[config.mk]
export PLATFORM = sky130hd
export DESIGN_NAME = exu_mem_seq
export DESIGN_NICKNAME = d
export VERILOG_FILES = /design/src/rtl/exu_mem_seq_pkg.sv /design/src/rtl/mem_store_align.sv /design/src/rtl/exu_mem_seq.sv
export SDC_FILE = /design/constraint.sdc
export NUM_CORES = 1
export LEC_CHECK = 0
export BUFFER_PORTS_ARGS = -buffer_cell sky130_fd_sc_hd__buf_2
export CAP_MARGIN = 20
export CORE_AREA = 2 2 137 139
export CTS_CLUSTER_DIAMETER = 100
export DETAILED_ROUTE_END_ITERATION = 8
export DIE_AREA = 0 0 139 141
export PLACE_DENSITY_LB_ADDON = 0.2
export SETUP_SLACK_MARGIN = 0.5
export SLEW_MARGIN = 20
export SYNTH_ARGS = -nofsm -noshare
export SYNTH_HDL_FRONTEND = slang
export SYNTH_SLANG_ARGS = --single-unit
[constraint.sdc]
create_clock -name clk -period 1.9 [get_ports clk]
set_input_delay 0.38 -clock clk [delete_from_list [all_inputs] [get_ports clk]]
set_output_delay 0.38 -clock clk [all_outputs]
set_load 0.02 [all_outputs]
[src/rtl/exu_mem_seq_pkg.sv]
// Shared definitions for the execute-stage memory sequencer.
//   seq_state_t   : sequencer states (IDLE, REQ, RSP, DONE)
//   MEM_SIZE_*    : access-size codes carried on mem_size
package exu_mem_seq_pkg;

    typedef enum logic [1:0] {
        ST_IDLE = 2'd0,
        ST_REQ  = 2'd1,
        ST_RSP  = 2'd2,
        ST_DONE = 2'd3
    } seq_state_t;

    localparam logic [1:0] MEM_SIZE_BYTE = 2'd0;
    localparam logic [1:0] MEM_SIZE_HALF = 2'd1;
    localparam logic [1:0] MEM_SIZE_WORD = 2'd2;

endpackage

[src/rtl/mem_store_align.sv]
// Combinational store-lane alignment for the data-memory bus.
//   addr_lo    : low two address bits (byte offset inside the word)
//   mem_size   : access size code (byte / half / word)
//   store_data : rs2 value, right-justified
//   wdata      : store data shifted onto its byte lane(s)
//   wstrb      : byte strobes covering the accessed lane(s)
//   misaligned : half on an odd address, or word not on a 4-byte boundary
module mem_store_align
    import exu_mem_seq_pkg::*;
#(
    parameter int DATA_LEN = 32
) (
    input  logic [1:0]            addr_lo,
    input  logic [1:0]            mem_size,
    input  logic [DATA_LEN-1:0]   store_data,
    output logic [DATA_LEN-1:0]   wdata,
    output logic [DATA_LEN/8-1:0] wstrb,
    output logic                  misaligned
);

    localparam int STRB_W = DATA_LEN / 8;

    logic [STRB_W-1:0] size_mask;

    // Unused size code 3 is handled like a word so it can never produce a
    // partial-word strobe pattern.
    always_comb begin
        size_mask  = '1;
        misaligned = 1'b0;
        case (mem_size)
            MEM_SIZE_BYTE: begin
                size_mask  = STRB_W'(1);
                misaligned = 1'b0;
            end
            MEM_SIZE_HALF: begin
                size_mask  = STRB_W'(3);
                misaligned = addr_lo[0];
            end
            default: begin
                size_mask  = '1;
                misaligned = (addr_lo != 2'b00);
            end
        endcase
    end

    assign wstrb = size_mask << addr_lo;
    assign wdata = store_data << {addr_lo, 3'b000};

endmodule

[src/rtl/exu_mem_seq.sv]
// Multi-cycle sequencer around the combinational RV32 execute unit.
// Non-memory ops (and misaligned memory ops, which fault) complete in the
// cycle they are presented; aligned loads/stores run one request/response
// transaction on the data bus before completing. Results land in a single
// registered writeback slot for WBU.
//   clk, rst          : clock, synchronous active-high reset
//   in_valid/in_ready : IDU handshake; in_ready marks the completion cycle
//   is_load/is_store, mem_size, store_data, rd_addr, rd_wen : decoded op
//   exu_*             : execute-unit results (address, dest data, jump)
//   pre_data          : registered load word fed back to the execute unit
//   mem_req_* / mem_rsp_* : data-memory request/response channels
//   wb_*              : writeback slot (valid/ready + registered payload)
module exu_mem_seq
    import exu_mem_seq_pkg::*;
#(
    parameter int DATA_LEN = 32
) (
    input  logic                  clk,
    input  logic                  rst,
    input  logic                  in_valid,
    output logic                  in_ready,
    input  logic                  is_load,
    input  logic                  is_store,
    input  logic [1:0]            mem_size,
    input  logic [DATA_LEN-1:0]   store_data,
    input  logic [4:0]            rd_addr,
    input  logic                  rd_wen,
    input  logic [DATA_LEN-1:0]   exu_addr,
    input  logic [DATA_LEN-1:0]   exu_dest_data,
    input  logic                  exu_jump_flag,
    input  logic [DATA_LEN-1:0]   exu_jump_pc,
    output logic [DATA_LEN-1:0]   pre_data,
    output logic                  mem_req_valid,
    input  logic                  mem_req_ready,
    output logic                  mem_req_we,
    output logic [DATA_LEN-1:0]   mem_req_addr,
    output logic [DATA_LEN-1:0]   mem_req_wdata,
    output logic [DATA_LEN/8-1:0] mem_req_wstrb,
    input  logic                  mem_rsp_valid,
    output logic                  mem_rsp_ready,
    input  logic [DATA_LEN-1:0]   mem_rsp_rdata,
    input  logic                  mem_rsp_err,
    output logic                  wb_valid,
    input  logic                  wb_ready,
    output logic [DATA_LEN-1:0]   wb_data,
    output logic [4:0]            wb_rd,
    output logic                  wb_wen,
    output logic                  wb_jump_flag,
    output logic [DATA_LEN-1:0]   wb_jump_pc,
    output logic                  wb_err
);

    seq_state_t state_reg, state_next;

    logic [DATA_LEN-1:0]   pre_data_reg;
    logic                  err_reg;

    logic                  wb_valid_reg;
    logic [DATA_LEN-1:0]   wb_data_reg;
    logic [4:0]            wb_rd_reg;
    logic                  wb_wen_reg;
    logic                  wb_jump_flag_reg;
    logic [DATA_LEN-1:0]   wb_jump_pc_reg;
    logic                  wb_err_reg;

    logic                  is_mem;
    logic                  misaligned;
    logic                  slot_free;
    logic                  fire;
    logic [DATA_LEN-1:0]   align_wdata;
    logic [DATA_LEN/8-1:0] align_wstrb;

    mem_store_align #(
        .DATA_LEN (DATA_LEN)
    ) u_store_align (
        .addr_lo    (exu_addr[1:0]),
        .mem_size   (mem_size),
        .store_data (store_data),
        .wdata      (align_wdata),
        .wstrb      (align_wstrb),
        .misaligned (misaligned)
    );

    assign is_mem    = is_load || is_store;
    assign slot_free = !wb_valid_reg || wb_ready;
    assign fire      = in_valid && in_ready;

    // ------------------------------------------------------------------
    // State register
    // ------------------------------------------------------------------
    always_ff @(posedge clk) begin
        if (rst) begin
            state_reg <= ST_IDLE;
        end else begin
            state_reg <= state_next;
        end
    end

    // ------------------------------------------------------------------
    // Next-state logic
    // ------------------------------------------------------------------
    always_comb begin
        state_next = state_reg;
        case (state_reg)
            ST_IDLE: begin
                if (in_valid && is_mem && !misaligned) begin
                    state_next = ST_REQ;
                end
            end
            ST_REQ: begin
                if (mem_req_ready) begin
                    state_next = ST_RSP;
                end
            end
            ST_RSP: begin
                if (mem_rsp_valid) begin
                    state_next = ST_DONE;
                end
            end
            ST_DONE: begin
                if (fire) begin
                    state_next = ST_IDLE;
                end
            end
            default: state_next = ST_IDLE;
        endcase
    end

    // ------------------------------------------------------------------
    // Output logic. Handshake outputs are forced low while rst is high so a
    // reset mid-transaction drops the bus in the same cycle.
    // ------------------------------------------------------------------
    always_comb begin
        in_ready      = 1'b0;
        mem_req_valid = 1'b0;
        mem_rsp_ready = 1'b0;
        if (!rst) begin
            case (state_reg)
                ST_IDLE: begin
                    // Misaligned memory ops fault without touching the bus.
                    in_ready = in_valid && (!is_mem || misaligned) && slot_free;
                end
                ST_REQ:  mem_req_valid = 1'b1;
                ST_RSP:  mem_rsp_ready = 1'b1;
                ST_DONE: in_ready = slot_free;
                default: in_ready = 1'b0;
            endcase
        end
    end

    // Request payload is decoded straight from the operands, which IDU holds
    // stable until completion, so it cannot change before the handshake.
    assign mem_req_we    = is_store;
    assign mem_req_addr  = {exu_addr[DATA_LEN-1:2], 2'b00};
    assign mem_req_wdata = align_wdata;
    assign mem_req_wstrb = is_store ? align_wstrb : '0;

    // ------------------------------------------------------------------
    // Load-data capture and bus error latch
    // ------------------------------------------------------------------
    always_ff @(posedge clk) begin
        if (rst) begin
            pre_data_reg <= '0;
            err_reg      <= 1'b0;
        end else if (state_reg == ST_RSP && mem_rsp_valid) begin
            if (is_load) begin
                pre_data_reg <= mem_rsp_rdata;
            end
            err_reg <= mem_rsp_err;
        end
    end

    assign pre_data = pre_data_reg;

    // ------------------------------------------------------------------
    // Writeback slot. A fire in the same cycle as a pop refills the slot,
    // so wb_valid only drops on a pop with nothing new behind it.
    // ------------------------------------------------------------------
    always_ff @(posedge clk) begin
        if (rst) begin
            wb_valid_reg     <= 1'b0;
            wb_data_reg      <= '0;
            wb_rd_reg        <= '0;
            wb_wen_reg       <= 1'b0;
            wb_jump_flag_reg <= 1'b0;
            wb_jump_pc_reg   <= '0;
            wb_err_reg       <= 1'b0;
        end else if (fire) begin
            wb_valid_reg     <= 1'b1;
            wb_rd_reg        <= rd_addr;
            wb_jump_flag_reg <= exu_jump_flag;
            wb_jump_pc_reg   <= exu_jump_pc;
            if (state_reg == ST_DONE) begin
                wb_data_reg <= exu_dest_data;
                wb_err_reg  <= err_reg;
                wb_wen_reg  <= rd_wen && !err_reg && is_load;
            end else if (is_mem) begin
                // Only a misaligned memory op can fire from IDLE.
                wb_data_reg <= exu_addr;
                wb_err_reg  <= 1'b1;
                wb_wen_reg  <= 1'b0;
            end else begin
                wb_data_reg <= exu_dest_data;
                wb_err_reg  <= 1'b0;
                wb_wen_reg  <= rd_wen;
            end
        end else if (wb_ready) begin
            wb_valid_reg <= 1'b0;
        end
    end

    assign wb_valid     = wb_valid_reg;
    assign wb_data      = wb_data_reg;
    assign wb_rd        = wb_rd_reg;
    assign wb_wen       = wb_wen_reg;
    assign wb_jump_flag = wb_jump_flag_reg;
    assign wb_jump_pc   = wb_jump_pc_reg;
    assign wb_err       = wb_err_reg;

endmodule

After elaboration in Yosys (flattened, before gate mapping)

Index checks and enable logic that the tools add are counted.

Shifts and indexed selects: 2
Equality and inequality tests: 8
Muxes and demuxes: 22
Reductions and logical operators: 21

Operator list:

| operator                                      | count |
|---|---|
| two-way mux 32 bit                            | 2 |
| left shift 32 x 5 -> 32 bit                   | 1 |
| two-way mux 1 bit                             | 11 |
| logical AND 1 bit                             | 8 |
| two-way mux 2 bit                             | 4 |
| != test 2 bit, second input constant          | 4 |
| one-hot mux 2 bit (4 select lines)            | 1 |
| one-hot mux 4 bit (2 select lines)            | 1 |
| == test 2 x 1 -> 1 bit, second input constant | 2 |
| == test 2 bit, second input constant          | 2 |
| logical NOT 1 bit                             | 4 |
| logical NOT 2 bit                             | 2 |
| two-way mux 4 bit                             | 1 |
| one-hot mux 1 bit (2 select lines)            | 2 |
| AND reduction 4 bit                           | 1 |
| nonzero test 2 bit                            | 2 |
| left shift 4 x 2 -> 4 bit                     | 1 |
| logical OR 1 bit                              | 3 |
| AND reduction 2 bit                           | 1 |

Logic and storage cells: 63
Register bits after elaboration: 108
Output and inout port bits: 177

Logic depth before layout (Yosys ltp)

Depth after elaboration: 10
Gate-level depth with buffers: 7

Cells and area by module

From an unflattened synthesis, not the netlist that was laid out.

Cells, all modules: 628
Area total of the unflattened synthesis: 5,408.9 µm²

Modules (own cells, without submodules):

| module          | area each (µm²) | cells an instance | instances | seq. area each (µm²) |
|---|---|---|---|---|
| exu_mem_seq     | 4,797.1         | 551               | 1         | 2,162.1 |
| mem_store_align | 611.8           | 77                | 1         | 0.0 |

Least setup slack after synthesis

OpenSTA, ideal clock, no wires.

Path type: input to output
Start point: input exu_addr[0]
End point: output mem_req_wstrb[1]
Stages on the path: 4
Setup slack: -27 ps
Data arrival time: 1,547 ps
Cells stage by stage: clkbuf_1 > buf_2 > nor3_1 > nor3b_1

Longest elaborated chain between the ends: 2

Ends and longest elaborated chain:

| item                      | line                  | RTL |
|---|---|---|
| start: declaration        | exu_mem_seq.sv:28     | `input logic [DATA_LEN-1:0] exu_addr,` |
| left shift 4 x 2 -> 4 bit | mem_store_align.sv:46 | `assign wstrb = size_mask << addr_lo;` |
| two-way mux 4 bit         | exu_mem_seq.sv:156    | `assign mem_req_wstrb = is_store ? align_wstrb : '0;` |
| end: declaration          | exu_mem_seq.sv:38     | `output logic [DATA_LEN/8-1:0] mem_req_wstrb,` |

No other way between the ends.

Final worst setup path

Start point: register state_reg[0]
End point: output in_ready

Longest elaborated chain between the ends: 3
Elaborated cells on any way between the ends: 4
Those cells by class: eq/ne: 1; mux: 2; reduce/logical: 1

Ends and longest elaborated chain:

| item                                                      | line               | RTL |
|---|---|---|
| start: declaration                                        | exu_mem_seq.sv:53  | `seq_state_t state_reg, state_next;` |
| start signal: assignment                                  | exu_mem_seq.sv:95  | `state_reg <= state_next;` |
| == test 2 bit / logical NOT 2 bit (equally long branches) | exu_mem_seq.sv:138 | `case (state_reg)` |
| one-hot mux 1 bit (2 select lines) *                      | exu_mem_seq.sv:138 |  |
| two-way mux 1 bit *                                       | exu_mem_seq.sv:137 | `if (!rst) begin` |
| end: declaration                                          | exu_mem_seq.sv:21  | `output logic in_ready,` |

Every way passes the cells marked *; elsewhere a longest branch is shown, timed or not.

==> results.md <==
* Status: complete, no violations
* Global placement routability congestion at 0.850
* Skew final at 0.00692 ns
* Fmax achieved at 0.536 GHz
* Drt wl/cell at 17.5 µm
* H-tree depth at 3
* CTS root buf: clkbuf_16
* Initial antenna violation count at 1
* Worst EP required at 1.52 ns
* Main area contributors after synthesis: dfxtp_1 39%, mux2i_1 15%, mux2_4 9.6%, nand2_1 7.4%, nor2b_1 5.6%
* Post-synth EDFFs at 0
* Total CTS buffers at 9
* Hold EP: wb_jump_pc[23]
* Startpoint Class: flop
* Final period util at 98.2%
* Number of max-cap violations at 0
* GRT overflow at 0
* Reg-to-Reg End: wb_rd[2]
* Most frequent cells after synthesis: 108 x dfxtp_1, 108 x nand2_1, 80 x mux2i_1
* Avg Inst Size Synth at 9.42 µm²
* Area delta synth->final at 91.0%
* Fin crit period at 1.87 ns
* Drt first pass iters at 4
* Final setup viols at 0
* Crit Path Max Fanout at 2
* First-pass GRT wire length at 30700 µm
* Peak VDD IR at 0.424 mV
* Worst r2r src: state_reg[0]
* Largest area contributor in the netlist: dfxtp_1
* IO buf count at 352
* Num rows at 50
* Placed cell area at 7690 µm²
* # DRC at 0
* DIE AREA at 19600 µm²
* Async set or reset register ratio after synthesis at 0%
* Unique masters post-synth at 40
* FF+latch count, synth at 108
* Fin nets at 1167
* CTS tree: built
* Final cell count without fillers at 1224
* Pwr/cell area at 786 nW/µm²
* Fin. Hold Viols at 0
* Top-area cell type share of the netlist area at 39.4%
* Die X at 139 µm
* Worst-Skew Late Latency at 0.35 ns
* Hold Path Depth at 2
* Syn Inst Count at 582
* # clock sinks at 108
* Routed vias at 5660
* Hold Crit Class: in2reg
* Cell Area, Synth at 5480 µm²
* Leak at 5.30 nW
* Core Area at 18300 µm²
* Clock Pin Slew Worst Setup and Hold Paths at 0.08 ns
* RSZ-0062 raised after global routing: true
* Critical path capture point type: primary output
* CTS Buffer Depth at 2
* Post-DRT Antenna Nets at 0
* First DRT Iteration DRCs at 128
* Fin area at 10500 µm²
* Starting density of the core at 30.0%
* YS warnings at 0
* Design Power at 8.23 mW
* Worst reg-to-reg path cell count at 9
* Vias in the first global route at 5561
* # IOs at 355
* Hold_sp: exu_jump_pc[23]
* Worst Path Arrival at 1.49 ns
* Sequential area share after synthesis at 39.4%
* Dpl hpwl at 13200 µm
* Synth Flop Type: dfxtp_1
* Inst Count DP at 1131
* Share of cells above drive strength 1 at 70.0%
* Via density at 4.62
* Chip height at 141 µm
* Routed wire length at 21400 µm
* CP Class: reg2out
* Slew Viols, Final at 0
* Gr usage total at 19.8%
* Largest net degree at the start of global routing at 62
* Reg-to-reg setup timing slack at 0.04 ns
* Fillers at 1533
* Hold_buf cts at 0
==> placed cells by master, fill, tap and decap left out, types with 2 or more instances in the layout <==
cell type / instances
buf_2: 311
dfxtp_1: 106
mux2i_1: 65
nand2_1: 63
buf_6: 57
a21oi_2: 41
nand2_4: 39
nor2b_1: 39
mux2_4: 38
buf_4: 35
buf_12: 30
buf_16: 17
nor2_4: 12
clkbuf_16: 11
mux2i_4: 9
and2_4: 9
nor2b_4: 8
buf_8: 8
o21ai_2: 6
mux2i_2: 6
a211oi_4: 6
nand2_2: 6
o21a_1: 5
ha_4: 4
nor2_2: 3
inv_4: 3
a21oi_1: 3
nor2b_2: 2
a211oi_2: 2
o21ai_4: 2
nor2_1: 2
inv_1: 2
o31a_1: 2
nor4b_2: 2
conb_1: 2
clkinv_4: 2
inv_8: 2
bufbuf_16: 2
==> power breakdown <==
part,total (mW),switching (mW),internal (mW)
clock,1.87,0.951,0.922
combinational,3.63,1.74,1.89
sequential,2.72,0.151,2.57
total,8.23,2.84,5.38
==> worst max-delay path by stage <==
stage	startpoint	end	slack (ns)
after floorplan	mem_size[1]	wb_jump_pc[0]	0.09
after global placement	mem_size[1]	wb_jump_pc[4]	-0.1
after detailed placement	mem_size[1]	wb_jump_pc[0]	-0.1
after CTS	state_reg[0]	in_ready	0.02
after global routing	state_reg[0]	in_ready	-0.02
final	state_reg[0]	in_ready	0.03
==> stage by stage <==
stage / utilization (%) / setup slack [ns] / setup TNS, ns / hold WS [ns]
after floorplan: - / 0.0915 / 0 / 0.437
after global placement: 42.1 / -0.0960 / -4.31 / 0.431
after detailed placement: 42.1 / -0.0952 / -3.92 / 0.436
after CTS: 52.8 / 0.0202 / 0 / 0.232
after global routing: 57.3 / -0.0245 / -0.177 / 0.230
final: 57.3 / 0.0342 / 0 / 0.248
==> timing repair <==
action | CTS | global route
resized for setup | 202 | 164
setup endpoints to repair | 139 | 147
pin swaps | 40 | 62
buffers inserted | 45 | 10
cloned | 19 | 2
==> metal layers <==
| layer | wire length (µm) | track usage (%) |
|---|---|---|
| met2 | 11700 | 37.1 |
| met3 | 1180 | 3.87 |
| met4 | 544 | 6.91 |
| met1 | 8000 | 22.4 |
| met5 | 0 | 0 |
==> cells by family (layout without fill, tap and decap cells) <==
kind of cell,Yosys count,in the layout,synth area share (%)
and+or+nand+nor,193,194,16.4
DFF,108,108,39.4
AOI/OAI and AO/OA,77,77,8.54
buffers and inverters,80,485,9.61
muxes,118,118,24.8
adders and majority gates,5,5,1.14
other,1,3,0.0684
==> worst max-delay path, cell delays in order, from the launching register on <==
cell and delay [ns]:
dfxtp_4 0.36, inv_4 0.04, ha_4 0.15, o221a_4 0.12
buf_6 0.12, a21oi_2 0.17, nor2_4 0.05, buf_6 0.13
==> area by class of cell <==
class	count	area, µm²	share of cell area, %
timing repair buffer	462	3760	36.0
clock buffer	10	229	2.19
clock inverter	6	56.3	0.538
multi-input combinational	396	3920	37.5
antenna	1	2.50	0.0239
tap	234	293	2.80
sequential	108	2170	20.7
inverter	7	33.8	0.323
Power figures use the tool's default switching activity.
